==> config.mk <==
export PLATFORM = sky130hd
export DESIGN_NAME = cle_label_compact_flat
export DESIGN_NICKNAME = d
export VERILOG_FILES = /design/src/rtl/cle_label_compact_pkg.sv /design/src/rtl/cle_label_compact_if.sv /design/src/rtl/cle_label_compact_map.sv /design/src/rtl/cle_label_compact.sv /design/src/flat_wrapper.sv
export SDC_FILE = /design/constraint.sdc
export NUM_CORES = 2
export LEC_CHECK = 0
export CORE_AREA = 2 2 556 558
export CTS_BUF_LIST = sky130_fd_sc_hd__clkbuf_8
export DETAILED_ROUTE_END_ITERATION = 10
export DIE_AREA = 0 0 558 560
export HOLD_SLACK_MARGIN = 0.03
export SLEW_MARGIN = 20
export SYNTH_ARGS = -nofsm -noshare
export SYNTH_HDL_FRONTEND = slang
export SYNTH_SLANG_ARGS = --single-unit
==> constraint.sdc <==
create_clock -name clk -period 12.55 [get_ports clk]
set_clock_uncertainty 0.2 [all_clocks]
set_input_delay 2.51 -clock clk [delete_from_list [all_inputs] [get_ports clk]]
set_output_delay 2.51 -clock clk [all_outputs]
set_load 0.05 [all_outputs]
==> src/rtl/cle_label_compact_pkg.sv <==
// cle_pkg: shared sizes, state encoding and terminal address for the label compactor.
package cle_pkg;
  localparam int IMG_DIM = 32;
  localparam int ADDR_W = 10;
  localparam int LABEL_W = 8;
  localparam logic [ADDR_W-1:0] LAST_ADDR = '1;
  typedef enum logic [2:0] {S_IDLE, S_CLR, S_SCAN, S_RD, S_WR, S_DONE} state_t;
endpackage

==> src/rtl/cle_label_compact_if.sv <==
// cle_label_compact_if: single-port label SRAM bus; master drives address/data/strobe.
interface cle_label_compact_if;
  import cle_pkg::*;
  logic [ADDR_W-1:0] sram_a;
  logic [LABEL_W-1:0] sram_d;
  logic sram_wen;
  logic [LABEL_W-1:0] sram_q;
  modport master (output sram_a, sram_d, sram_wen, input sram_q);
  modport slave (input sram_a, sram_d, sram_wen, output sram_q);
endinterface

==> src/rtl/cle_label_compact_map.sv <==
// cle_label_map: label remap table with valid bits; combinational lookup, clocked set/clear.
module cle_label_map
  import cle_pkg::*;
(
  input  logic clk,
  input  logic reset,
  input  logic clr,
  input  logic set,
  input  logic [LABEL_W-1:0] set_idx,
  input  logic [LABEL_W-1:0] set_val,
  input  logic [LABEL_W-1:0] idx,
  output logic [LABEL_W-1:0] val,
  output logic hit
);
  localparam int N = 1 << LABEL_W;
  logic [N-1:0] valid;
  logic [LABEL_W-1:0] map [N];
  always_ff @(posedge clk) begin
    if (reset || clr) valid <= '0;
    else if (set) valid[set_idx] <= 1'b1;
    if (set) map[set_idx] <= set_val;
  end
  // label 0 is never set, so background always maps to 0
  assign hit = valid[idx];
  assign val = hit ? map[idx] : '0;
endmodule

==> src/rtl/cle_label_compact.sv <==
// cle_label_compact: renumbers SRAM labels to 1..N in raster order of first appearance, in place.
// Optional CLE_AREA_STAT_EN adds per-label pixel counters readable via area_idx/area_q.
module cle_label_compact
  import cle_pkg::*;
(
  input  logic clk,
  input  logic reset,
  input  logic start,
  cle_label_compact_if.master sram,
  output logic busy,
  output logic done,
  output logic [LABEL_W-1:0] comp_count
`ifdef CLE_AREA_STAT_EN
  ,
  input  logic [LABEL_W-1:0] area_idx,
  output logic [ADDR_W-1:0] area_q
`endif
);
  state_t state;
  logic [LABEL_W:0] next_label;
  logic pv, drain, hit, is_new;
  logic [LABEL_W-1:0] map_val;
  logic [LABEL_W:0] cnt_end;
  // pv marks that sram_q holds a scanned pixel; drain is the extra cycle for pixel 1023
  assign is_new = state == S_SCAN && pv && sram.sram_q != '0 && !hit;
  assign cnt_end = next_label + {{LABEL_W{1'b0}}, is_new} - (LABEL_W+1)'(1);
  assign sram.sram_d = state == S_WR ? map_val : '0;
  cle_label_map u_map (
    .clk(clk), .reset(reset), .clr(state == S_CLR), .set(is_new),
    .set_idx(sram.sram_q), .set_val(next_label[LABEL_W-1:0]),
    .idx(sram.sram_q), .val(map_val), .hit(hit)
  );
  always_ff @(posedge clk) begin
    if (reset) begin
      state <= S_IDLE;
      sram.sram_a <= '0;
      sram.sram_wen <= 1'b1;
      busy <= 1'b0;
      done <= 1'b0;
      comp_count <= '0;
      next_label <= (LABEL_W+1)'(1);
      pv <= 1'b0;
      drain <= 1'b0;
    end else begin
      case (state)
        S_IDLE, S_DONE: if (start) begin
          state <= S_CLR;
          busy <= 1'b1;
          done <= 1'b0;
        end
        S_CLR: begin
          state <= S_SCAN;
          sram.sram_a <= '0;
          busy <= 1'b1;
          next_label <= (LABEL_W+1)'(1);
          pv <= 1'b0;
          drain <= 1'b0;
        end
        S_SCAN: begin
          pv <= 1'b1;
          if (is_new) next_label <= next_label + (LABEL_W+1)'(1);
          if (drain) begin
            state <= S_RD;
            sram.sram_a <= '0;
            comp_count <= cnt_end[LABEL_W] ? '1 : cnt_end[LABEL_W-1:0];
          end else if (&sram.sram_a) drain <= 1'b1;
          else sram.sram_a <= sram.sram_a + ADDR_W'(1);
        end
        S_RD: begin
          state <= S_WR;
          sram.sram_wen <= 1'b0;
        end
        S_WR: begin
          sram.sram_wen <= 1'b1;
          if (&sram.sram_a) begin
            state <= S_DONE;
            busy <= 1'b0;
            done <= 1'b1;
          end else begin
            state <= S_RD;
            sram.sram_a <= sram.sram_a + ADDR_W'(1);
          end
        end
        default: state <= S_IDLE;
      endcase
    end
  end
`ifdef CLE_AREA_STAT_EN
  logic [ADDR_W-1:0] area [1 << LABEL_W];
  logic [LABEL_W-1:0] area_sel;
  assign area_sel = is_new ? next_label[LABEL_W-1:0] : map_val;
  always_ff @(posedge clk) begin
    if (state == S_CLR) for (int i = 0; i < (1 << LABEL_W); i++) area[i] <= '0;
    else if (state == S_SCAN && pv && sram.sram_q != '0) area[area_sel] <= area[area_sel] + ADDR_W'(1);
  end
  assign area_q = area_idx == '0 ? '0 : area[area_idx];
`endif
endmodule
==> src/flat_wrapper.sv <==
// flat-port wrapper written by rule: the top's interface ports become plain ports
module cle_label_compact_flat import cle_pkg::*;
  (clk, reset, start, busy, done, comp_count, sram_sram_a, sram_sram_d, sram_sram_wen, sram_sram_q);
  cle_label_compact_if sram_i ();
  input  logic clk;
  input  logic reset;
  input  logic start;
  output logic busy;
  output logic done;
  output logic [LABEL_W-1:0] comp_count;
  output wire logic [$bits(sram_i.sram_a)-1:0] sram_sram_a;
  output wire logic [$bits(sram_i.sram_d)-1:0] sram_sram_d;
  output wire logic [$bits(sram_i.sram_wen)-1:0] sram_sram_wen;
  input wire logic [$bits(sram_i.sram_q)-1:0] sram_sram_q;
  assign sram_sram_a = sram_i.sram_a;
  assign sram_sram_d = sram_i.sram_d;
  assign sram_sram_wen = sram_i.sram_wen;
  assign sram_i.sram_q = sram_sram_q;
  cle_label_compact u_core (.clk(clk), .reset(reset), .start(start), .sram(sram_i), .busy(busy), .done(done), .comp_count(comp_count));
endmodule
; After elaboration in Yosys (flattened, before gate mapping)
; Memory sizes are Yosys's and may differ from the RTL's.
; Cells that the tools add are included.
[classes]
bitwise_logic = 1
mux = 29
reduce_logical = 20
order_cmp = 2
n_addsub = 4
n_eq_ne = 9
[ops]
columns = op, count
row1 = 256-bit OR, 1
row2 = 10-bit case mux with 3 select lines, 1
row3 = 8-bit two-way mux, 3
row4 = 10-bit two-way mux, 2
row5 = 9-bit case mux with 2 select lines, 1
row6 = 3-bit case mux with 5 select lines, 1
row7 = 10-bit by 1-bit adder with 10-bit output (second input constant), 1
row8 = 1-bit two-way mux, 10
row9 = 10-bit AND reduction, 1
row10 = 9-bit by 1-bit adder with 9-bit output, 1
row11 = 9-bit by 1-bit adder with 9-bit output (second input constant), 1
row12 = 8-bit by 9-bit < comparator with 1-bit output (second input constant), 1
row13 = 3-bit two-way mux, 3
row14 = 9-bit two-way mux, 1
row15 = 9-bit by 1-bit subtractor with 9-bit output (second input constant), 1
row16 = 1-bit binary-select mux with 8-bit select, 1
row17 = 1-bit demux with 8-bit select, 1
row18 = 8-bit by 1-bit greater-or-equal comparator with 1-bit output (second input constant), 1
row19 = 1-bit case mux with 2 select lines, 4
row20 = 8-bit nonzero test, 1
row21 = 3-bit by 2-bit equality test with 1-bit output (second input constant), 2
row22 = 3-bit equality test (second input constant), 2
row23 = 2-bit AND reduction, 3
row24 = 3-bit AND reduction, 2
row25 = other kinds (11), 19
[totals]
out_inout_bits = 29
mem_count = 1
register_bits = 291
input_bits = 11
ram_bits = 2048
word_cells = 76
[mem_list]
columns = memory, depth, word_bits, read_ports, rd_clocked_by_memory_dff, write_ports, line
row1 = u_core.u_map.map, 256, 8, 1, 0, 1, cle_label_compact_map.sv:17  ; logic [LABEL_W-1:0] map [N];

; Logic depth before layout (Yosys ltp)
[logic_depth]
ltp_word = 7
ltp_mapped = 22
mapped_depth_nobuf = 15

; By module
; From an unflattened synthesis, not the netlist that was laid out.
[unflattened]
hier_cells = 5246
hier_area_um2 = 92179.7
[by_module_without_submodules]
columns = module, cells_each, instances, seq_area_each_um2, area_each_um2
row1 = cle_label_map, 5020, 1, 66623.9, 90296.6
row2 = cle_label_compact, 226, 1, 700.7, 1883.1

; Worst setup path after synthesis
; No wires, ideal clock.
[synth_timing]
path_kind = input to output
start = input port sram_sram_q[1]
end = output port sram_sram_d[4]
t_arrival_ns = 5.634
t_required_ns = 9.840
path_buffers = 8
slack_ns = 4.206
path_stages = 14
path_cell_list = buf_2 buf_6 buf_6 buf_6 buf_6 buf_2 buf_2 buf_1 mux4_2 mux4_2 nand3_1 o211ai_1 nand2_1 a31oi_1
[synth_via]
elab_chain_len = 4
word_cells_on_any_way = 5
cone_classes = mux: 4 / memory: 1
[synth_rtl]
columns = element, line
row1 = start: declaration, flat_wrapper.sv:14  ; input wire logic [$bits(sram_i.sram_q)-1:0] sram_sram_q;
row2 = 1-bit binary-select mux with 8-bit select, cle_label_compact_map.sv:24  ; assign hit = valid[idx];
row3 = 1-bit two-way mux (implied by the code), cle_label_compact_map.sv:24
row4 = 8-bit two-way mux *, cle_label_compact_map.sv:25  ; assign val = hit ? map[idx] : '0;
row5 = 8-bit two-way mux *, cle_label_compact.sv:27  ; assign sram.sram_d = state == S_WR ? map_val : '0;
row6 = end: declaration, flat_wrapper.sv:12  ; output wire logic [$bits(sram_i.sram_d)-1:0] sram_sram_d;
; Every way passes the cells marked *; elsewhere a longest branch is shown, timed or not. The select of a mux whose other input is x is not followed.

; Worst setup path in the final report
[layout_timing]
start = input port sram_sram_q[3]
end = output port sram_sram_d[7]
; The elaborated chain is that of the path after synthesis.

==> results summary <==
The post-synthesis xor/xnor area fraction came out at 0.00143. For hold timing, the worst endpoint is u_core.u_map.valid[194]$_SDFFE_PP0P_. The number of vias per cell is about 5.2.

The number of maximum-capacitance constraint violations is 0. During placement, the flow inserted port buffers numbering 39. The async set or reset register ratio after synthesis is 0.

The depth of the worst register-to-register path is 10. The synthesized area is between 90,000 and 100,000 µm². Setup repair after global routing left no endpoint under its margin. The area added between synthesis and finish is 15.2%. Derived from the worst setup path, the maximum achievable clock frequency is 89.8 MHz. The number of instances in the synthesized netlist came out at 4,398. The total of fill cells in the finished design came out at 28,500. The final layout contains between 4,000 and 5,000 nets. The count of cell types in the netlist came out at between 60 and 70. The width of the die came out at 558 µm. The number of placed instances, taps included, is 8,465.

The count of H-tree levels built during CTS came out at 5. The detailed-placement wirelength estimate is 135,000 µm. In this run the tightest slew margin relative to its limit is 0.179. The final cycle utilization of the critical path is 0.887. The max-slew violation count came out at 0. The final critical-path required period came out at 11,140 ps. The count of synthesis-stage warnings from yosys came out at 0. In the global route stage, overall resource usage came out at 0.149. In this run the critical register-to-register path is launched from u_core.u_map.valid[62]$_SDFFE_PP0P_.

By area, the combinational part of the netlist is dominated by multiplexers. The worst setup path is captured at a primary output. The worst hold path begins at u_core.u_map.valid[194]$_SDFFE_PP0P_. The number of hold buffers added after CTS came out at 0.

The routed wire length is roughly 240,000 µm. Counting flops and latches in the post-synthesis netlist gives around 2,300. The portion of the post-synthesis area used by sequential elements is 0.734. The I/O pin total came out at 40. Leaving out fill and tap cells, the most frequent cells in the layout are edfxtp_1 (2,048), mux4_2 (708), clkbuf_8 (415), dfxtp_1 (283), a32o_1 (255). The share of the synthesized area in compound gates (AO/OA/AOI/OAI) is 0.0387. In this run the clock root is driven by a clkbuf_8. The library cell with the largest summed area after synthesis is edfxtp_1.

The flow ran to the end, and the final reports show no timing, DRC or antenna violations. The library cell used most frequently in the layout, excluding fill and tap cells, is edfxtp_1. The TritonCTS clock tree is yes. The top cell type's share of synthesized area came out at 0.671.

The number of remaining DRC errors came out at 0. The first global-routing pass estimated between 300,000 and 400,000 µm of wire. The post-synthesis share of cell area spent on and, or, nand and nor gates is 0.0277. The final cell count without fillers is 9,163. The setup path with the least slack is of type input port to primary output.

The total of cells resized after clock tree synthesis is 0. The initial utilization of the core area, before any placement, comes to 0.299. The end of the worst register-to-register path is u_core.u_map.map[229][2]$_DFFE_PP_. The remaining antenna violation count after routing is 0. The post-synthesis average cell area is 20.8 µm². The maximum fanout along the worst path came out at 86. The clock net sink count is roughly 2,300. The signal arrival time at the worst endpoint came out at approximately 8400 ps. For this run, the leading register cell type out of synthesis is edfxtp_1. The overall via count from detail_route is 47,600. The floorplan die height came out at 560 µm. Summed over all layers, the global routing overflow is 0. The static leakage is approximately 37 nW.

The number of rows in the core area came out at 204. At the worst endpoint, the required time is 9840 ps. The post-synthesis share of cell area spent on full adders, half adders and majority gates came out at 0.000546. The final-report hold violation count is 0.

The fraction of layout instances using a drive strength above 1 is 0.318. The path class of the lowest-slack min-delay path is flip-flop to flip-flop. The congestion estimate from routability-driven global placement came to 0.790. The number of DRC markers in iteration 0 is 5,684.

The later-pin clock latency in the skew report is 1040 ps. The total die area came out at 312,000 µm². The number of global-route vias before repair came to about 48,000. The number of setup violations in the final report came out at 0. The slew at the pin closest to its max-slew limit came out at 1230 ps. The floorplan step defined a core boundary enclosing 307,000 µm². STA classifies the critical path startpoint as an input port. The total iterations of the first detailed-routing run came out at 6.

Counting instances, the worst hold path has a depth of 1. Dividing the detail-routed wire length by the instance count gives 25.8 µm. The setup slack on the worst flop-to-flop path came out at 7440 ps. VDD sags by at most 0.0000817 V. By area the synthesized netlist is led by edfxtp_1 (67%), mux4_2 (17%), dfxtp_1 (6.4%), a32o_1 (2.8%), nor3_1 (1.5%). The number of antenna violations at the first check in global routing came out at 5.

Summed over all failing endpoints, the final setup total negative slack is 0 ps. After clock tree synthesis, the clock-pin slew on the worst setup and hold paths is 60 ps. The count of flip-flops with a built-in enable after synthesis is 2,048.

The fraction of synthesized area in multiplexers is 0.179. Entering global routing, the biggest net connects approximately 270 pins. Power spread over the standard cell area amounts to 145 nW/µm². The maximum root-to-sink buffer count is 4. The buffers inserted during post-CTS setup optimization is 0.

The number of buffers created by CTS came out at 391.
==> worst max path at each step <==
stage | startpoint | endpoint | slack [ps] | cells after the start
finish | sram_sram_q[3] | sram_sram_d[7] | 1410 | 10
global route | sram_sram_q[3] | sram_sram_d[1] | 1510 | 10
CTS | sram_sram_q[3] | sram_sram_d[1] | 1670 | 10
detailed placement | sram_sram_q[3] | sram_sram_d[1] | 1680 | 10
global placement | sram_sram_q[3] | sram_sram_d[7] | 1680 | 10
floorplan | sram_sram_q[1] | sram_sram_d[4] | 4210 | 14
==> worst max-delay path: stages <==
cell and delay [ps]:
buf_8 520, buf_4 770, mux2i_1 200, a22oi_1 250, a31oi_1 180, o211a_1 290
o211ai_2 530, nand3_1 820, a31oi_1 1030, clkdlybuf4s50_1 960
==> state kept, by name (all words and copies together), names as in the netlist <==
signal / cells
u_core.u_map.valid: 256
u_core.busy: 1
u_core.next_label: 9
u_core.comp_count: 8
u_core.u_map.map: 2048
u_core.sram.sram_a: 10
u_core.pv: 1
u_core.done: 1
u_core.drain: 1
u_core.state: 3
u_core.sram.sram_wen: 1
==> routing by layer <==
layer / wire length [µm] / track usage / part of all wire
met1: 99200 / 0.207 / 0.42
met2: 115000 / 0.238 / 0.48
met3: 16700 / 0.0247 / 0.071
met4: 6280 / 0.0468 / 0.027
met5: 0 / 0 / 0
==> cell type report <==
type | count | area [µm²] | share of cell area
Timing Repair Buffer | 301 | 2630 | 0.0249
Antenna cell | 7 | 17.5 | 0.000166
Sequential cell | 2339 | 67400 | 0.638
Tap cell | 4120 | 5150 | 0.0488
Inverter | 9 | 41.3 | 0.000391
Multi-Input combinational cell | 1700 | 23300 | 0.220
Clock inverter | 272 | 1460 | 0.0138
Clock buffer | 415 | 5710 | 0.0541
==> where the power goes <==
group          total, mW  internal (mW)  switching, mW
sequential          8.38           8.36         0.0254
clock               6.28           3.31           2.98
combinational      0.628          0.185          0.443
total               15.3           11.8           3.45
==> cell families (layout without fill, tap and decap cells) <==
family,after synthesis,in the layout
flops,2339,2339
mux,752,752
simple gates,527,527
compound gates,394,394
buf+inv,366,997
xor+xnor,15,15
fa+ha+maj,4,4
other cells,1,15
==> metrics by stage <==
step	power [mW]	util	instance area (µm²)	setup WS, ps	hold slack, ps
2_1_floorplan	8.98	-	91700	4210	225
3_3_place_gp	9.16	0.320	98200	1680	241
3_5_place_dp	9.17	0.320	98300	1680	242
4_1_cts	15.4	0.343	105000	1670	261
5_1_grt	15.8	0.344	106000	1510	271
6_report	15.3	0.344	106000	1410	259
==> cells in the mapped netlist, types with 19 or more instances <==
cell type,instances
a32o_1,255
nor2_1,85
a22oi_1,28
a21oi_1,19
nand2_1,76
nand3_1,22
nor2b_1,20
clkbuf_1,151
mux2i_1,38
buf_2,170
dfxtp_1,291
mux4_2,708
edfxtp_1,2048
nor3_1,276
(Power assumes the default switching activity.)
